### src/rtl/bcd_pkg.sv
// bcd_pkg: packed BCD price type shared by the order-book blocks.
package bcd_pkg;
  localparam int PRICE_DIGITS = 4;
  typedef logic [4*PRICE_DIGITS-1:0] price_t;
endpackage

### src/rtl/ob_pkg.sv
// ob_pkg: order-book command, status and sizing definitions.
package ob_pkg;
  import bcd_pkg::*;
  localparam int FIFO_DEPTH_DEFAULT = 4;
  typedef logic [7:0] uid_t;
  typedef logic [7:0] qty_t;
  typedef enum logic [2:0] {Op_Nop = 3'd0, Op_QryBidAsk = 3'd1, Op_Buy = 3'd2, Op_Sell = 3'd3} opcode_t;
  typedef enum logic [1:0] {S_Ok, S_BadOpcode, S_BadQty, S_BadPrice} status_t;
  typedef struct packed {qty_t quantity; price_t price;} oprand_buy_t;
  typedef struct packed {qty_t quantity; price_t price;} oprand_sell_t;
  typedef union packed {oprand_buy_t buy; oprand_sell_t sell;} oprand_t;
  typedef struct packed {uid_t uid; opcode_t opcode; oprand_t oprand;} cmd_t;
  function automatic logic is_valid_bcd(price_t p);
    logic ok;
    ok = 1'b1;
    for (int i = 0; i < PRICE_DIGITS; i++) ok &= (p[4*i+:4] <= 4'd9);
    return ok;
  endfunction
endpackage

### src/rtl/ob_cmd_fifo.sv
// ob_cmd_fifo: command storage with wrap-bit pointers for full/empty.
module ob_cmd_fifo
  import ob_pkg::*;
#(
  parameter int DEPTH = FIFO_DEPTH_DEFAULT
) (
  input  logic clk,
  input  logic rst,
  input  logic push,
  input  logic pop,
  input  cmd_t wdata,
  output cmd_t rdata,
  output logic full,
  output logic empty
);
  localparam int AW = $clog2(DEPTH);
  logic [AW:0] wr_ptr, rd_ptr;
  cmd_t mem [DEPTH];
  assign full = (wr_ptr[AW] != rd_ptr[AW]) && (wr_ptr[AW-1:0] == rd_ptr[AW-1:0]);
  assign empty = wr_ptr == rd_ptr;
  assign rdata = mem[rd_ptr[AW-1:0]];
  always_ff @(posedge clk or posedge rst)
    if (rst) begin
      wr_ptr <= '0;
      rd_ptr <= '0;
    end else begin
      if (push && !full) wr_ptr <= wr_ptr + (AW+1)'(1);
      if (pop && !empty) rd_ptr <= rd_ptr + (AW+1)'(1);
    end
  always_ff @(posedge clk)
    if (push && !full) mem[wr_ptr[AW-1:0]] <= wdata;
endmodule

### src/rtl/ob_cmd_ingress.sv
// ob_cmd_ingress: validates host commands, queues good ones for ob, returns rejects.
// Optional OB_CMD_INGRESS_STATS_EN adds saturating accept/reject counters.
module ob_cmd_ingress
  import ob_pkg::*;
#(
  parameter int FIFO_DEPTH = FIFO_DEPTH_DEFAULT
) (
  input  logic    clk,
  input  logic    rst,
  input  logic    in_vld,
  input  cmd_t    in_cmd,
  output logic    in_ready,
  output logic    cmd_vld_r,
  output cmd_t    cmd_r,
  input  logic    cmd_full_r,
  output logic    rej_vld_r,
  output uid_t    rej_uid_r,
  output status_t rej_status_r,
  input  logic    rej_accept
`ifdef OB_CMD_INGRESS_STATS_EN
  ,
  output logic [31:0] stat_acc_r,
  output logic [31:0] stat_rej_r
`endif
);
  logic full, empty, xfer, push, pop, is_trade, bad;
  status_t status;
  cmd_t head;
  assign in_ready = !full && !rej_vld_r && !rst;
  assign xfer = in_vld && in_ready;
  // buy and sell oprands share one layout, so the buy view validates both
  always_comb begin
    is_trade = in_cmd.opcode inside {Op_Buy, Op_Sell};
    status = !(in_cmd.opcode inside {Op_Nop, Op_QryBidAsk, Op_Buy, Op_Sell}) ? S_BadOpcode :
             (is_trade && in_cmd.oprand.buy.quantity == '0) ? S_BadQty :
             (is_trade && !is_valid_bcd(in_cmd.oprand.buy.price)) ? S_BadPrice : S_Ok;
  end
  assign bad = status != S_Ok;
  assign push = xfer && !bad;
  assign pop = !empty && !cmd_full_r;
  ob_cmd_fifo #(.DEPTH(FIFO_DEPTH)) u_fifo (
    .clk(clk), .rst(rst), .push(push), .pop(pop),
    .wdata(in_cmd), .rdata(head), .full(full), .empty(empty)
  );
  always_ff @(posedge clk or posedge rst)
    if (rst) begin
      cmd_vld_r <= 1'b0;
      cmd_r <= '0;
    end else begin
      cmd_vld_r <= pop;
      if (pop) cmd_r <= head;
    end
  always_ff @(posedge clk or posedge rst)
    if (rst) begin
      rej_vld_r <= 1'b0;
      rej_uid_r <= '0;
      rej_status_r <= S_Ok;
    end else if (xfer && bad) begin
      rej_vld_r <= 1'b1;
      rej_uid_r <= in_cmd.uid;
      rej_status_r <= status;
    end else if (rej_accept) begin
      rej_vld_r <= 1'b0;
    end
`ifdef OB_CMD_INGRESS_STATS_EN
  always_ff @(posedge clk or posedge rst)
    if (rst) begin
      stat_acc_r <= '0;
      stat_rej_r <= '0;
    end else begin
      if (push && stat_acc_r != '1) stat_acc_r <= stat_acc_r + 32'd1;
      if (xfer && bad && stat_rej_r != '1) stat_rej_r <= stat_rej_r + 32'd1;
    end
`endif
endmodule

### config.mk
export PLATFORM = sky130hd
export DESIGN_NAME = ob_cmd_ingress
export DESIGN_NICKNAME = d
export VERILOG_FILES = /design/src/rtl/bcd_pkg.sv /design/src/rtl/ob_pkg.sv /design/src/rtl/ob_cmd_fifo.sv /design/src/rtl/ob_cmd_ingress.sv
export SDC_FILE = /design/constraint.sdc
export NUM_CORES = 1
export LEC_CHECK = 0
export ABC_AREA = 1
export CORE_UTILIZATION = 40
export CTS_BUF_LIST = sky130_fd_sc_hd__clkbuf_2 sky130_fd_sc_hd__clkbuf_4 sky130_fd_sc_hd__clkbuf_8
export DETAILED_ROUTE_END_ITERATION = 10
export SYNTH_ARGS = -nofsm -noshare
export SYNTH_HDL_FRONTEND = slang
export SYNTH_SLANG_ARGS = --single-unit
### constraint.sdc
create_clock -name clk -period 3.4 [get_ports clk]
set_clock_uncertainty 0.1 [all_clocks]
set_input_delay 0.51 -clock clk [delete_from_list [all_inputs] [get_ports clk]]
set_output_delay 0.51 -clock clk [all_outputs]
set_load 0.01 [all_outputs]
* After elaboration in Yosys (flattened, before gate mapping) *
Memories as Yosys holds them, arrays and structs flattened. A register that Yosys moved wholly into a read port is not among the register bits.
Index checks and enable logic that the tools add are counted.

storage, ports and cells
  flip-flop bits (word level) = 18
  bits in writable memories = 140
  input port bits = 40
  output and inout bits = 48
  word-level logic and storage cells = 53
  memories = 1

cells by class
  add/sub/neg operators = 2
  magnitude comparators = 4
  equal/unequal tests = 6
  mux-type cells = 7
  bitwise operators = 3
  reductions and logical operators = 24

memories
  memory      depth  width  read ports  clocked after Yosys merged registers in  wr ports  RTL line           source
  u_fifo.mem  4      35     1           1                                        1         ob_cmd_fifo.sv:18  cmd_t mem [DEPTH];

operators with widths
  cell                 number
  $le 4x4->1 const B   4
  $logic_and 1x1->1    11
  $logic_not 8->1      1
  $logic_not 1->1      7
  $add 3x1->3 const B  2
  $eq 3x2->1 const B   2
  $mux 2               3
  $reduce_bool 2->1    3
  $mux 1               4
  $reduce_bool 4->1    1
  $and 1x1->1          3
  $eq 3x1->1 const B   1
  $eq 3x3->1           1
  $logic_not 3->1      1
  $eq 2x2->1           1
  $ne 1x1->1           1

* Depth between registers and ports, before layout *
  depth after elaboration = 15
  gate-level depth with buffers = 11

* Hierarchy *
A second synthesis with hierarchy kept.

second synthesis, totals
  cell total of the unflattened synthesis = 555
  area total of the unflattened synthesis = 7,551.0 um2

by module, submodules not included
  module          times used  cells each  area an instance (um2)
  ob_cmd_fifo     1           399         5,621.6
  ob_cmd_ingress  1           156         1,929.4

* Worst setup path before layout *
OpenSTA, ideal clock, no wires.

  path kind = input -> register
  from = in in_cmd[13] (netlist bit)
  to = mem u_fifo.mem[0][0] (netlist bit), enable pin
  setup time = 427 ps
  arrival = 2,661 ps
  path slack = 212 ps
  stages = 7
  path buffers = 0
  path through = nor2_1 > nor2_1 > nor2_1 > nand2_1 > o21bai_2 > nand3_2 > nor2_1

between the ends
  cells in the longest elaborated chain, start to end = 13

ends and longest elaborated chain
  element                       RTL line              source
  from (decl)                   ob_cmd_ingress.sv:11  input cmd_t in_cmd,
  $le 4x4->1                    ob_pkg.sv:16          for (int i = 0; i < PRICE_DIGITS; i++) ok &= (p[4*i+:4] <= 4'd9);
  $and 1x1->1                   ob_pkg.sv:16
  $logic_not 1->1               ob_cmd_ingress.sv:36  (is_trade && !is_valid_bcd(in_cmd.oprand.buy.price)) ? S_BadPrice : S_Ok;
  $logic_and 1x1->1             ob_cmd_ingress.sv:36
  $mux 2                        ob_cmd_ingress.sv:36
  $mux 2                        ob_cmd_ingress.sv:35  (is_trade && in_cmd.oprand.buy.quantity == '0) ? S_BadQty :
  $mux 2                        ob_cmd_ingress.sv:34  status = !(in_cmd.opcode inside {Op_Nop, Op_QryBidAsk, Op_Buy, Op_Sell}) ? S_BadOpcode :
  $reduce_bool 2->1             ob_cmd_ingress.sv:38  assign bad = status != S_Ok;
  $logic_not 1->1               ob_cmd_ingress.sv:39  assign push = xfer && !bad;
  $logic_and 1x1->1             ob_cmd_ingress.sv:39
  $logic_and 1x1->1             ob_cmd_fifo.sv:31     if (push && !full) mem[wr_ptr[AW-1:0]] <= wdata;
  $mux 1                        ob_cmd_fifo.sv:31
  $mux 1 (not written as such)  ob_cmd_fifo.sv:31
  to (decl)                     ob_cmd_fifo.sv:18

No other way between the ends.

* Final worst setup path *
  from = reg u_fifo.rd_ptr[1]
  to = out in_ready

between the ends
  cells in the longest elaborated chain, start to end = 5

ends and longest elaborated chain
  element                         RTL line              source
  from (decl)                     ob_cmd_fifo.sv:17     logic [AW:0] wr_ptr, rd_ptr;
  from (signal assigned)          ob_cmd_fifo.sv:28     if (pop && !empty) rd_ptr <= rd_ptr + (AW+1)'(1);
  $eq 2x2->1                      ob_cmd_fifo.sv:19     assign full = (wr_ptr[AW] != rd_ptr[AW]) && (wr_ptr[AW-1:0] == rd_ptr[AW-1:0]);
  $logic_and 1x1->1               ob_cmd_fifo.sv:19
  $logic_not 1->1                 ob_cmd_ingress.sv:29  assign in_ready = !full && !rej_vld_r && !rst;
  $logic_and 1x1->1 (2 in a row)  ob_cmd_ingress.sv:29
  to (decl)                       ob_cmd_ingress.sv:12  output logic in_ready,

No other way between the ends.

==> out/results.ini <==
[job]
cap_violations = 0

[synthesis]
ys_ff_latch = 193
yosysSeqAreaShare_pct = 73.1
yosysMostFrequentCell = nand2_1
synth-edff-count = 140
synth_area_per_cell_um2 = 12.1
synth_nets = 668
yosys-top-cells-area = edfxtp_1, dfrtp_1, nand2_1
ys.flop_type = edfxtp_1
ys_warn_count = 0
async_flop_share_pct = 27.5
yosysUniqueCellTypes = 27
syn_area_mm2 = 0.00757
yosysTopAreaCell = edfxtp_1
postSynthCellCount = 623
netlist_top_cells_count = nand2_1, edfxtp_1, nor2_1
yosys.area.top_type_share_pct = 55.6

[detailed_routing]
vias = 4860
totalWireLength_mm = 16.8
firstDrtPassIters = 5
postRouteAntennaNets = 0
avgRoutedWirePerCell_um = 17.6
drc = 0
drt-initial-drc-count = 344
vias_per_cell = 5.10

[timing]
fin_setup_tns_ns = 0
finalCritPeriodShare_pct = 79.3
worst_slew_pin_slew_ns = 0.859
relSlewSlack_pct = 42.6
max_freq_mhz = 371
drv_slew = 0
setup_viol = 0
fin_ws_ns = 0.704
whs_ns = 0.372
timing.final.crit_period_ns = 2.70
rsz0062_at_grt = no
hold_viol_final = 0

[grt]
grt_max_degree = 53
antenna_found_initial = 0
grt_use_total_pct = 18.6
grt_pass1_vias = 5117
gr-total-overflow = 0
grt_pass1_wl_mm = 27.7

[power_and_ir_drop]
clockPowerShare_pct = 20.4
p_sw_share_pct = 34.7
seqPwrFrac_pct = 44.3
leakage_uw = 0.00347
power.internal_uw = 4600
p_comb_share_pct = 35.3
vdd_drop_max_mv = 0.300
p_switching_uw = 2440
p_total_uw = 7040
power_density_mw_per_mm2 = 775

[clocking]
post_cts_buffers = 0
clock_latency_ns = 0.45
cts_root_buf = clkbuf_8
cts_tree = yes
clk_pin_slew_ns = 0.10
holdBufCountCts = 0
clock_sinks = 193
ctsResizeCount = 0
cts_buffers = 17
clockBufferDepth = 2
cts_htree_levels = 4

[die]
start_util_pct = 41.4
rows = 49
ios = 88
core_mm2 = 0.0183
die_height_um = 140
fp.dieW_um = 140
die_area_mm2 = 0.0195

[critical_path]
cpMaxStageDelayCell = clkdlybuf4s50_1
cp_common_cell = nand2_1
start_kind = flop
end_kind = output pin
cp.required_ns = 2.79
path_max_fanout = 37
critical_path_class = flop to output pin
arrival_ns = 2.09
crit_path_max_incr_delay_ns = 0.47
cp_cell_sequence = inv_6, nand2_1, nand2_1, nand3_2, nand2_4, inv_1, clkdlybuf4s50_1

[place]
gp_congestion = 0.759
place_ws_ns = 0.346
placed_cell_area_mm2 = 0.00871
port_buffers = 87
dp_hpwl_mm = 10.5

[cells_and_area]
seq_area_mm2 = 0.00553
drive_above_1_share_pct = 9.25
multi_input_area_mm2 = 0.00177
syn2layout_area_growth_pct = 20.2
stdcell_area_mm2 = 0.00909
antenna_cells = 0
layout.nets = 756
nFillCells = 1648

[status]
status = finished, final reports clean

[hold_path]
hp-class = primary input to asynchronous set/reset pin

[layer usage]
layer  part of all wire [%]  GRT usage (%)  vias to the layer above
li1                       -              -                     2319
met1                     46           24.8                     2393
met2                     48           30.2                      131
met3                    4.4           3.96                       17
met4                    1.8           6.88                        0
met5                      0              0                        -
[through the flow]
| step | instances | util, % |
|---|---|---|
| final | 953 | 49.8 |
| after global placement | 921 | 47.7 |
| after floorplan | 623 | - |
| after CTS | 953 | 49.8 |
| after detailed placement | 921 | 47.7 |
| after global routing | 953 | 49.8 |
[area by class of cell]
class                   count  area share [%]
multi-input cells         375            19.5
flip-flops and latches    193            60.8
clock buffers              22            3.12
repair buffers            101            11.3
inverters                  23            1.00
well taps                 229            3.15
clock inverters            10            1.11
[worst max-delay path, delay by kind of cell, from the launching register on]
kind	cells	cell delay (ns)
buffers and inverters	3	0.76
and+or+nand+nor	4	0.44
DFF	1	0.46
[kinds of logic after synthesis]
kind of cell / Yosys count / share of synthesized area (%)
flops: 193 / 73.1
compound gates: 108 / 7.86
simple gates: 258 / 13.8
buf+inv: 55 / 3.90
fa+ha+maj: 5 / 0.827
xor+xnor: 4 / 0.562
[cell usage in the layout, fill, tap and decap left out, types with 2 or more instances in the layout]
cell,count
clkbuf_4,3
xor2_1,3
buf_4,10
edfxtp_1,140
nand4_1,3
inv_6,5
nand3_1,9
nand2_2,2
o22ai_1,35
inv_1,18
nand3_2,3
clkdlybuf4s50_1,87
clkinvlp_4,3
ha_1,5
clkbuf_8,19
nor2_4,4
nand2_1,145
nor2_1,88
buf_12,4
dfrtp_1,52
inv_2,4
o21ai_0,70
[power by group through the flow]
stage | Combinational [uW] | Sequential [uW] | Clock (uW)
3_5_place_dp | 2520 | 3180 | 0
5_1_grt | 2790 | 3170 | 1570
4_1_cts | 2530 | 3130 | 1480
3_3_place_gp | 2490 | 3170 | 0
2_1_floorplan | 1370 | 3270 | 0
6_report | 2480 | 3120 | 1440
[state kept, by name, indices dropped and copies added (netlist names)]
signal,flops
u_fifo.wr_ptr,3
rej_uid_r,8
rej_status_r,2
cmd_r,35
rej_vld_r,1
u_fifo.rd_ptr,3
cmd_vld_r,1
u_fifo.mem,140
[path summary, 6_finish.rpt]
check,from,endpoint,slack (ns),cells past startpoint
worst max-delay path,u_fifo.rd_ptr[1]$_DFFE_PP0P_,in_ready,0.70,7
worst min-delay path,rst,cmd_r[18]$_DFFE_PP0P_,0.37,2
worst max register to register,u_fifo.rd_ptr[1]$_DFFE_PP0P_,u_fifo.mem[1][25]$_DFFE_PP_,0.88,9
worst min register to register,rej_uid_r[5]$_DFFE_PP0P_,rej_uid_r[5]$_DFFE_PP0P_,0.38,2
max in group asynchronous,rst,u_fifo.rd_ptr[0]$_DFFE_PP0P_,1.94,3
min in group clk,rej_uid_r[5]$_DFFE_PP0P_,rej_uid_r[5]$_DFFE_PP0P_,0.38,2
Power figures use the tool's default switching activity.
